==> src/rtl/withdraw_sequencer.sv <==
// withdraw_sequencer: balance-checked note dispense controller driving the withdraw stage.
// Optional acknowledge timeout is enabled with `define WITHDRAW_TIMEOUT_EN.
module withdraw_sequencer #(
  parameter int unsigned BAL_W    = 16,
  parameter int unsigned AMT_W    = 8,
  parameter int unsigned INIT_BAL = 0,
  parameter int unsigned TMO      = 15
) (
  input  logic             clk,
  input  logic             res,
  input  logic             req,
  input  logic [AMT_W-1:0] amount,
  input  logic             dep_valid,
  input  logic [AMT_W-1:0] dep_amt,
  input  logic             count_down,
  output logic             with_en,
  output logic [BAL_W-1:0] balance,
  output logic             ready,
  output logic             busy,
  output logic             done,
  output logic             insuff,
  output logic             err
);

  localparam int unsigned SUM_W = BAL_W + 1;

  localparam logic [2:0] S_IDLE  = 3'd0;
  localparam logic [2:0] S_CHECK = 3'd1;
  localparam logic [2:0] S_ISSUE = 3'd2;
  localparam logic [2:0] S_WAIT  = 3'd3;
  localparam logic [2:0] S_DONE  = 3'd4;

  logic [2:0]       r_state;
  logic [2:0]       w_state_nxt;
  logic [AMT_W-1:0] r_remaining;
  logic [AMT_W-1:0] w_remaining_nxt;
  logic [BAL_W-1:0] r_balance;
  logic [BAL_W-1:0] w_balance_nxt;
  logic             r_with_en;
  logic             r_ready;
  logic             r_busy;
  logic             r_done;
  logic             r_insuff;
  logic             w_insuff_nxt;
  logic             w_err_nxt;

  // Saturating deposit sum, one bit wider to catch the carry
  logic [SUM_W-1:0] w_dep_sum;
  logic [BAL_W-1:0] w_dep_sat;

  assign w_dep_sum = {1'b0, r_balance} + SUM_W'(dep_amt);
  assign w_dep_sat = w_dep_sum[BAL_W] ? {BAL_W{1'b1}} : w_dep_sum[BAL_W-1:0];

`ifdef WITHDRAW_TIMEOUT_EN
  localparam int unsigned TMO_W = (TMO < 1) ? 1 : $clog2(TMO + 1);

  logic [TMO_W-1:0] r_tmo_cnt;
  logic [TMO_W-1:0] w_tmo_cnt_nxt;
  logic             r_err;
`endif

  // Next-state, datapath and pulse decode
  always_comb begin
    w_state_nxt     = r_state;
    w_remaining_nxt = r_remaining;
    w_balance_nxt   = r_balance;
    w_insuff_nxt    = 1'b0;
    w_err_nxt       = 1'b0;
`ifdef WITHDRAW_TIMEOUT_EN
    w_tmo_cnt_nxt   = r_tmo_cnt;
`endif
    case (r_state)
      S_IDLE: begin
        if (req) begin
          w_remaining_nxt = amount;
          w_state_nxt     = (amount == '0) ? S_DONE : S_CHECK;
        end else if (dep_valid) begin
          w_balance_nxt = w_dep_sat;
        end
      end
      S_CHECK: begin
        if (BAL_W'(r_remaining) > r_balance) begin
          w_insuff_nxt = 1'b1;
          w_state_nxt  = S_IDLE;
        end else begin
          w_state_nxt = S_ISSUE;
        end
      end
      S_ISSUE: begin
        w_state_nxt = S_WAIT;
`ifdef WITHDRAW_TIMEOUT_EN
        w_tmo_cnt_nxt = '0;
`endif
      end
      S_WAIT: begin
        if (count_down) begin
          w_balance_nxt   = r_balance - BAL_W'(1);
          w_remaining_nxt = r_remaining - AMT_W'(1);
          w_state_nxt     = (r_remaining == AMT_W'(1)) ? S_DONE : S_ISSUE;
        end
`ifdef WITHDRAW_TIMEOUT_EN
        // A late acknowledge on the expiry cycle still counts the note
        else if (r_tmo_cnt == TMO_W'(TMO)) begin
          w_err_nxt   = 1'b1;
          w_state_nxt = S_IDLE;
        end else begin
          w_tmo_cnt_nxt = r_tmo_cnt + TMO_W'(1);
        end
`endif
      end
      S_DONE:  w_state_nxt = S_IDLE;
      default: w_state_nxt = S_IDLE;
    endcase
  end

  // State, datapath and Moore outputs registered from next state
  always_ff @(posedge clk or negedge res) begin
    if (!res) begin
      r_state     <= S_IDLE;
      r_remaining <= '0;
      r_balance   <= BAL_W'(INIT_BAL);
      r_with_en   <= 1'b0;
      r_ready     <= 1'b1;
      r_busy      <= 1'b0;
      r_done      <= 1'b0;
      r_insuff    <= 1'b0;
    end else begin
      r_state     <= w_state_nxt;
      r_remaining <= w_remaining_nxt;
      r_balance   <= w_balance_nxt;
      r_with_en   <= (w_state_nxt == S_ISSUE);
      r_ready     <= (w_state_nxt == S_IDLE);
      r_busy      <= (w_state_nxt == S_CHECK) || (w_state_nxt == S_ISSUE) ||
                     (w_state_nxt == S_WAIT);
      r_done      <= (w_state_nxt == S_DONE);
      r_insuff    <= w_insuff_nxt;
    end
  end

`ifdef WITHDRAW_TIMEOUT_EN
  always_ff @(posedge clk or negedge res) begin
    if (!res) begin
      r_tmo_cnt <= '0;
      r_err     <= 1'b0;
    end else begin
      r_tmo_cnt <= w_tmo_cnt_nxt;
      r_err     <= w_err_nxt;
    end
  end

  assign err = r_err;
`else
  // Without the timeout the parameter and error pulse have no function
  logic w_unused_tmo;
  assign w_unused_tmo = (TMO == 0) | w_err_nxt;
  assign err = 1'b0;
`endif

  assign with_en = r_with_en;
  assign balance = r_balance;
  assign ready   = r_ready;
  assign busy    = r_busy;
  assign done    = r_done;
  assign insuff  = r_insuff;

endmodule

==> config.mk <==
export PLATFORM = sky130hd
export DESIGN_NAME = withdraw_sequencer
export DESIGN_NICKNAME = d
export VERILOG_FILES = /design/src/rtl/withdraw_sequencer.sv
export SDC_FILE = /design/constraint.sdc
export NUM_CORES = 1
export LEC_CHECK = 0
export ABC_AREA = 0
export ABC_CLOCK_PERIOD_IN_PS = 2700
export BUFFER_PORTS_ARGS = -buffer_cell sky130_fd_sc_hd__buf_2
export CORE_MARGIN = 1
export CORE_UTILIZATION = 30
export DETAILED_ROUTE_END_ITERATION = 8
export HOLD_SLACK_MARGIN = 0.12
export SYNTH_ARGS = -nofsm -noshare
export SYNTH_HDL_FRONTEND = slang
export SYNTH_SLANG_ARGS = --single-unit
==> constraint.sdc <==
create_clock -name clk -period 2.7 [get_ports clk]
set_clock_uncertainty 0.1 [all_clocks]
set_input_delay 0.405 -clock clk [delete_from_list [all_inputs] [get_ports clk]]
set_output_delay 0.405 -clock clk [all_outputs]
set_load 0.005 [all_outputs]
==> reports/qor.log, run 1 <==
qor: sta.setup_slack 0.1873 ns
qor: critical_path.cp_max_fo 9
qor: status.run_status finished clean
qor: route.drt_first_iter_violations 141
qor: run.timing.max_cap.violations 0
qor: sta.setup_viol_count_final 0
qor: finish.final_net_count 421
qor: sta.final-max-slew-violation-count 0
qor: critical_path.critPathCaptureType flop
qor: synth.mean_post_synth_cell_area 8.045 um^2
qor: sta.post-route-period-util 93.06%
qor: synth.compound_gate_fraction_of_synth_area 25.18%
qor: clock_tree.clk_root_buffer_cell clkbuf_8
qor: sta.maxSlewHeadroom 47.05%
qor: critical_path.timing.critical_path.max_delay_family compound AO/OA/AOI/OAI gates
qor: sta.fmax 398.0 MHz
qor: critical_path.cp_data_required_time 2.77 ns
qor: critical_path.critPathBufInv 1
qor: route.drcViolationCount 0
qor: synth.yosysSeqAreaShare 30.39%
qor: place.placed_cell_area 3044 um^2
qor: critical_path.crit_slowest_cell fa_1
qor: synth.area_share_of_fa_ha_maj_cells_after_synthesis 9.768%
qor: floorplan.initial_utilization 31.48%
qor: clock_tree.cts.clk_slew.worst_paths 0.07 ns
qor: critical_path.setup.worst_path.start_class flop
qor: clock_tree.cts_tree built
qor: synth.combined_area_of_all_synthesized_cells 2639 um^2
qor: route.dr_wl_met3 300 um
qor: floorplan.die_height 95.79 um
qor: synth.synthesis.yosys.warnings 0
qor: synth.synth.mux.area_fraction 0.8061%
qor: critical_path.crit_start balance[0]
qor: global_route.first_global_vias 2486
qor: finish.final_std_cell_area_no_fill 3154 um^2
qor: clock_tree.clock_tree_sinks 32
qor: place.dp_hpwl 5.421 mm
qor: route.drt-vias-per-instance 5.553
qor: critical_path.regToRegStartpoint balance[0]
qor: global_route.initial_antenna_violation_count 0
qor: global_route.grt_start_max_net_pins 33
qor: route.final_antenna_net_count 0
qor: route.first_pass_iters 4
qor: power_and_ir_drop.p_per_area 1143 nW/um^2
qor: clock_tree.cts.htree.levels 2
qor: clock_tree.ctsLongestPathBuffers 2
qor: route.topRoutingLayerUsed met4
qor: floorplan.core 8382 um^2
qor: route.routed_wire_length_per_instance 14.72 um
qor: clock_tree.cts-buffers-inserted 5
qor: clock_tree.cts_post_setup_buffers_inserted 0
qor: synth.synth_simple_gate_area_share 26.65%
qor: sta.final.min_clock_period 2.513 ns
qor: synth.synth_cell_type_count 65
qor: sta.final.setup.tns 0 ns
qor: synth.synthArstFlopShare 100.0%
qor: route.dr_total_vias 2699
qor: synth.ys_ff_latch 32
qor: finish.layout_commonest_cell buf_2
qor: clock_tree.worst_skew_pair.late_latency 0.28 ns
qor: place.port_buffers 41
qor: finish.layout-area-overhead-vs-synth 19.54%
qor: synth.main_combinational_cell_family_by_area_after_synthesis simple AND/OR/NAND/NOR gates
qor: critical_path.critical_path_arrival 2.59 ns
qor: route.wirelength 7.154 mm
qor: worst_hold_path.hold_path_startpoint amount[0]
qor: critical_path.critPathMaxStageDelay 0.41 ns
qor: place.gp_routability_congestion 0.8129
qor: sta.worst_pin_slew 0.7942 ns
qor: floorplan.pin_count 43
qor: synth.synth_fp_nets 369
qor: power_and_ir_drop.ir_worst_vdd 396.5 uV
qor: sta.finalHoldViolCount 0
qor: power_and_ir_drop.fin_total_pwr 3.606 mW
qor: finish.final_layout_size_suffix_gt1_share 21.26%
qor: route.detailroute.wirelength.met2 3.393 mm
qor: finish.antenna_cells_inserted 0
qor: global_route.first_pass_grt_wire_length 11.76 mm
qor: global_route.grt-ovfl-total 0
qor: synth.post_synth_xor_area_fraction 1.991%
qor: synth.postSynthCellCount 328
qor: sta.rsz0062_at_grt false
qor: worst_hold_path.hold_path.class primary input to flop
qor: global_route.groute.usage.overall 16.38%
qor: synth.synth_edf_count 0
qor: critical_path.cells_along_the_critical_path ha_1, inv_1, fa_1, nand2b_1, a21oi_2, o21ai_1, o21ai_2, nor3_1, a311oi_1
qor: critical_path.path_class flop to flop
qor: route.wl_met1 3.441 mm
qor: power_and_ir_drop.leakage_power 1.345 nW
qor: floorplan.core.rowCount 33
qor: place.worst_slack_at_placement 0.01677 ns
qor: synth.synth_flop_cell dfrtp_1
qor: finish.most_used_cells_in_the_layout_excluding_fill_and_tap_cells buf_2 (41), dfrtp_1 (31), nand2_1 (30), a21oi_1 (30), o21ai_0 (27)
qor: floorplan.fp.dieArea 9175 um^2
qor: floorplan.die_w 95.79 um
flip-flops by register name (all words and copies together) (netlist names):
register and count:
busy 1, done 1, r_remaining 8, balance 16
r_state 3, insuff 1, ready 1, with_en 1
tightest hold or removal path, cell delays in order:
cell and delay, ns:
buf_2 0.09, nand3_1 0.06, nand2_1 0.07
path summary, 6_finish.rpt:
check                                 endpoint  slack (ns)  cells past startpoint
worst max-delay path                balance[4]        0.19                      9
worst min-delay path            r_remaining[0]        0.27                      3
worst max register to register      balance[4]        0.19                      9
worst min register to register  r_remaining[0]        0.48                      2
max in group asynchronous              with_en        1.35                      2
min in group asynchronous          balance[11]        0.64                      2
what timing repair did:
| item | CTS | global route |
|---|---|---|
| resized for setup | 0 | 2 |
| setup endpoints to repair | 0 | 3 |
| hold endpoints to repair | 1 | 0 |
| hold buffers | 1 | 0 |
cell usage after synthesis (2+ instances only):
cell      count  share of area, %
a21oi_1      31               5.9
dfrtp_1      31                29
nand2_1      30               4.3
o21ai_0      27               5.1
nor2_1       20               2.8
ha_1         19               9.0
nor3_1       19               3.6
nand3_1      15               2.8
inv_1        14               2.0
clkbuf_1     10               1.4
nor4_1        9               2.1
o211ai_1      7               2.0
nor2b_1       6               1.4
buf_2         5              0.95
nand2b_1      5               1.2
or3_1         5               1.2
xnor2_1       5               1.7
nand4_1       4              0.95
a211oi_1      3              0.85
a21o_1        3              0.85
a22oi_1       3              0.85
a31oi_1       3              0.71
nor4b_1       3               1.0
a211o_1       2              0.66
and3_1        2              0.47
o21ai_1       2              0.38
o21bai_1      2              0.57
o221ai_1      2              0.66
o22ai_1       2              0.47
o311ai_0      2              0.66
o31ai_1       2              0.57
or4_1         2              0.57
power by group:
part           internal [mW]  total (mW)  switching (mW)
sequential             0.669       0.904           0.235
clock                  0.208       0.385           0.177
combinational          0.961        2.32            1.36
total                   1.84        3.61            1.77
cell families after synthesis:
group	after synthesis
adders and majority gates	20
DFF	32
buffers and inverters	31
AOI/OAI and AO/OA	105
and+or+nand+nor	131
muxes	2
other	1
xor gates and xnor gates	6
per-stage QoR:
step / std cells / util [%] / hold WS, ns
after floorplan: 328 / - / 0.009409
final: 486 / 37.63 / 0.2683
after detailed placement: 477 / 36.32 / 0.4306
after CTS: 486 / 37.51 / 0.2611
after global placement: 477 / 36.32 / 0.4371
after global routing: 486 / 37.63 / 0.2957
layout make-up:
type | count | area [um^2]
Fill cell | 903 | 5228
Clock buffer | 8 | 90.09
Multi-Input combinational cell | 265 | 1713
Timing Repair Buffer | 62 | 365.4
Inverter | 14 | 52.55
Tap cell | 105 | 131.4
Sequential cell | 32 | 802.0
layer usage:
layer,GRT usage (%),up-vias
met2,26.85,66
met5,0,-
li1,-,1336
met1,22.48,1295
met4,3.483,0
met3,2.923,2
(Power assumes the default switching activity.)
==> run 2, diff against run 1 <==
--- a/config.mk
+++ b/config.mk
@@ -8,6 +8,7 @@
 export ABC_AREA = 0
 export ABC_CLOCK_PERIOD_IN_PS = 2700
 export BUFFER_PORTS_ARGS = -buffer_cell sky130_fd_sc_hd__buf_2
+export CORE_ASPECT_RATIO = 1.2
 export CORE_MARGIN = 1
 export CORE_UTILIZATION = 30
 export DETAILED_ROUTE_END_ITERATION = 8
==> run 2 against run 1 <==
Net effect:
- register-to-register slack is essentially flat
- clock power grew 3%
- count of clock-buffer cells in the layout unchanged
- first-iteration DRC count increased by 51%
- non-clock buffer count unchanged
- total power about the same
- worst setup slack better by 0.00084 ns
- final cell count rose by 2.5%
- worst hold slack lost 0.0061 ns
- die area about the same
- largest cell class unchanged
==> reports/qor.log, run 2 (synthesis gave the netlist of run 1 again) <==
qor: status.run_status finished clean
qor: sta.finalHoldViolCount 0
qor: finish.largest_reg_flops 16
qor: route.wl_met1 3.276 mm
qor: sta.maxSlewHeadroom 50.05%
qor: route.drt_first_iter_violations 213
qor: critical_path.timing.critical_path.max_delay_family compound AO/OA/AOI/OAI gates
qor: route.final_antenna_net_count 0
qor: floorplan.initial_utilization 30.81%
qor: place.dp_hpwl 5.355 mm
qor: route.detailroute.wirelength.met2 3.443 mm
qor: route.routed_wire_length_per_instance 14.21 um
qor: route.dr_total_vias 2602
qor: finish.final_layout_size_suffix_gt1_share 20.73%
qor: finish.layout-area-overhead-vs-synth 19.72%
qor: place.post-place-cells 488
qor: clock_tree.clk_root_buffer_cell clkbuf_8
qor: clock_tree.cts_tree built
qor: sta.worst_pin_slew 0.7493 ns
qor: place.gp_routability_congestion 0.8058
qor: sta.post-route-period-util 93.03%
qor: power_and_ir_drop.p_per_area 1141 nW/um^2
qor: global_route.initial_antenna_violation_count 0
qor: critical_path.critical_path_arrival 2.64 ns
qor: finish.final_std_cell_area_no_fill 3159 um^2
qor: finish.layout.filler_cells 913
qor: sta.final.setup.tns 0 ns
qor: clock_tree.cts.htree.levels 2
qor: place.port_buffers 41
qor: sta.final-max-slew-violation-count 0
qor: run.timing.max_cap.violations 0
qor: finish.most_used_cells_in_the_layout_excluding_fill_and_tap_cells buf_2 (41), a21oi_1 (31), dfrtp_1 (31)
qor: clock_tree.cts-buffers-inserted 5
qor: place.placed_cell_area 3052 um^2
qor: sta.fmax 398.1 MHz
qor: global_route.grt-ovfl-total 0
qor: critical_path.critPathCaptureType flop
qor: route.topRoutingLayerUsed met4
qor: power_and_ir_drop.clock_power_share 11.0%
qor: route.first_pass_iters 4
qor: clock_tree.ctsLongestPathBuffers 2
qor: finish.fin_util 36.89%
qor: power_and_ir_drop.p_int 1.841 mW
qor: finish.layout_commonest_cell buf_2
qor: critical_path.cp_max_fo 4
qor: critical_path.path_class flop to flop
qor: route.drt-vias-per-instance 5.225
qor: worst_hold_path.hold_path.class primary input to flop
qor: finish.final_net_count 421
qor: power_and_ir_drop.leakage_power 1.344 nW
qor: critical_path.critPathBufInv 1
qor: power_and_ir_drop.switchingPower 1.765 mW
qor: critical_path.setup.worst_path.start_class flop
qor: route.wirelength 7.076 mm
qor: finish.antenna_cells_inserted 0
qor: power_and_ir_drop.ir_worst_vdd 374.0 uV
qor: critical_path.critPathMaxStageDelay 0.38 ns
qor: floorplan.die_w 87.62 um
qor: route.dr_wl_met3 272 um
qor: finish.finalNonFillerCells 498
qor: clock_tree.cts.clk_slew.worst_paths 0.07 ns
qor: clock_tree.clock_tree_sinks 32
qor: clock_tree.worst_skew_pair.late_latency 0.29 ns
qor: sta.setup_viol_count_final 0
qor: floorplan.core.rowCount 37
qor: global_route.first_pass_grt_wire_length 11.86 mm
qor: critical_path.depth_of_the_critical_timing_path_with_buffers_and_inverters_included 9
qor: route.drcViolationCount 0
qor: global_route.first_global_vias 2490
qor: power_and_ir_drop.switching_share 48.95%
qor: floorplan.core 8564 um^2
qor: power_and_ir_drop.fin_total_pwr 3.606 mW
qor: sta.rsz0062_at_grt false
qor: critical_path.cp_data_required_time 2.83 ns
qor: worst_hold_path.timing.hold.worst_path_depth 3
qor: global_route.groute.usage.overall 16.29%
qor: critical_path.cells_along_the_critical_path ha_1, inv_1, fa_1, nand2b_1, a21oi_1, o21ai_1, or3_1, a311o_1, nand3_1
qor: sta.final.min_clock_period 2.512 ns
qor: power_and_ir_drop.comb_power_share 63.8%
qor: floorplan.pin_count 43
qor: floorplan.fp.dieArea 9177 um^2
qor: critical_path.reg2reg_depth 9
qor: power_and_ir_drop.seq_power_share 25.2%
qor: global_route.grt_start_max_net_pins 33
qor: critical_path.crit_slowest_cell fa_1
qor: floorplan.die_height 104.7 um
## run 2: area by class of cell
cell class | count | area (um^2) | area share, %
clock buffers | 8 | 90.09 | 2.851
inverters | 14 | 52.55 | 1.663
well taps | 117 | 146.4 | 4.634
flip-flops and latches | 32 | 802.0 | 25.39
multi-input cells | 265 | 1703 | 53.90
repair buffers | 62 | 365.4 | 11.56
## run 2: timing repair
action,CTS,global route
hold buffers,1,0
endpoints found under the setup margin,0,1
setup buffers,0,1
endpoints found under the hold margin,31,0
resized for setup,0,0
## run 2: power by group through the flow
stage,clock [mW],sequential [mW],combinational [mW]
6_report,0.395,0.909,2.30
5_1_grt,0.434,0.942,2.62
4_1_cts,0.408,0.912,2.29
3_5_place_dp,0,0.922,2.27
3_3_place_gp,0,0.909,2.22
2_1_floorplan,0,0.884,1.58
## run 2: worst reg2reg max path, cell delays in order, from the launching register on
cell and delay (ns):
dfrtp_1 0.35, ha_1 0.18, inv_1 0.06, fa_1 0.38, nand2b_1 0.17, a21oi_1 0.20
o21ai_1 0.19, or3_1 0.38, a311o_1 0.35, nand3_1 0.08
## run 2: routing by layer
metal  up-vias  GRT usage [%]
met2        58          27.01
met3         7          2.686
met1      1212          21.41
met5         -              0
li1       1325              -
met4         0          4.918
## run 2: through the flow
step	worst slack, ns	hold slack, ns
5_1_grt	0.02208	0.2857
2_1_floorplan	0.1747	0.009409
4_1_cts	0.1077	0.2554
3_5_place_dp	0.007629	0.4248
3_3_place_gp	0.04618	0.4277
6_report	0.1882	0.2622
## run 2: path summary, 6_finish.rpt
check | startpoint | endpoint | slack (ns)
worst max-delay path | balance[0] | balance[9] | 0.19
worst min-delay path | amount[0] | r_remaining[0] | 0.26
worst max register to register | balance[0] | balance[9] | 0.19
worst min register to register | r_remaining[0] | r_remaining[0] | 0.47
max in group asynchronous | res | r_remaining[0] | 1.40
min in group asynchronous | res | balance[10] | 0.62
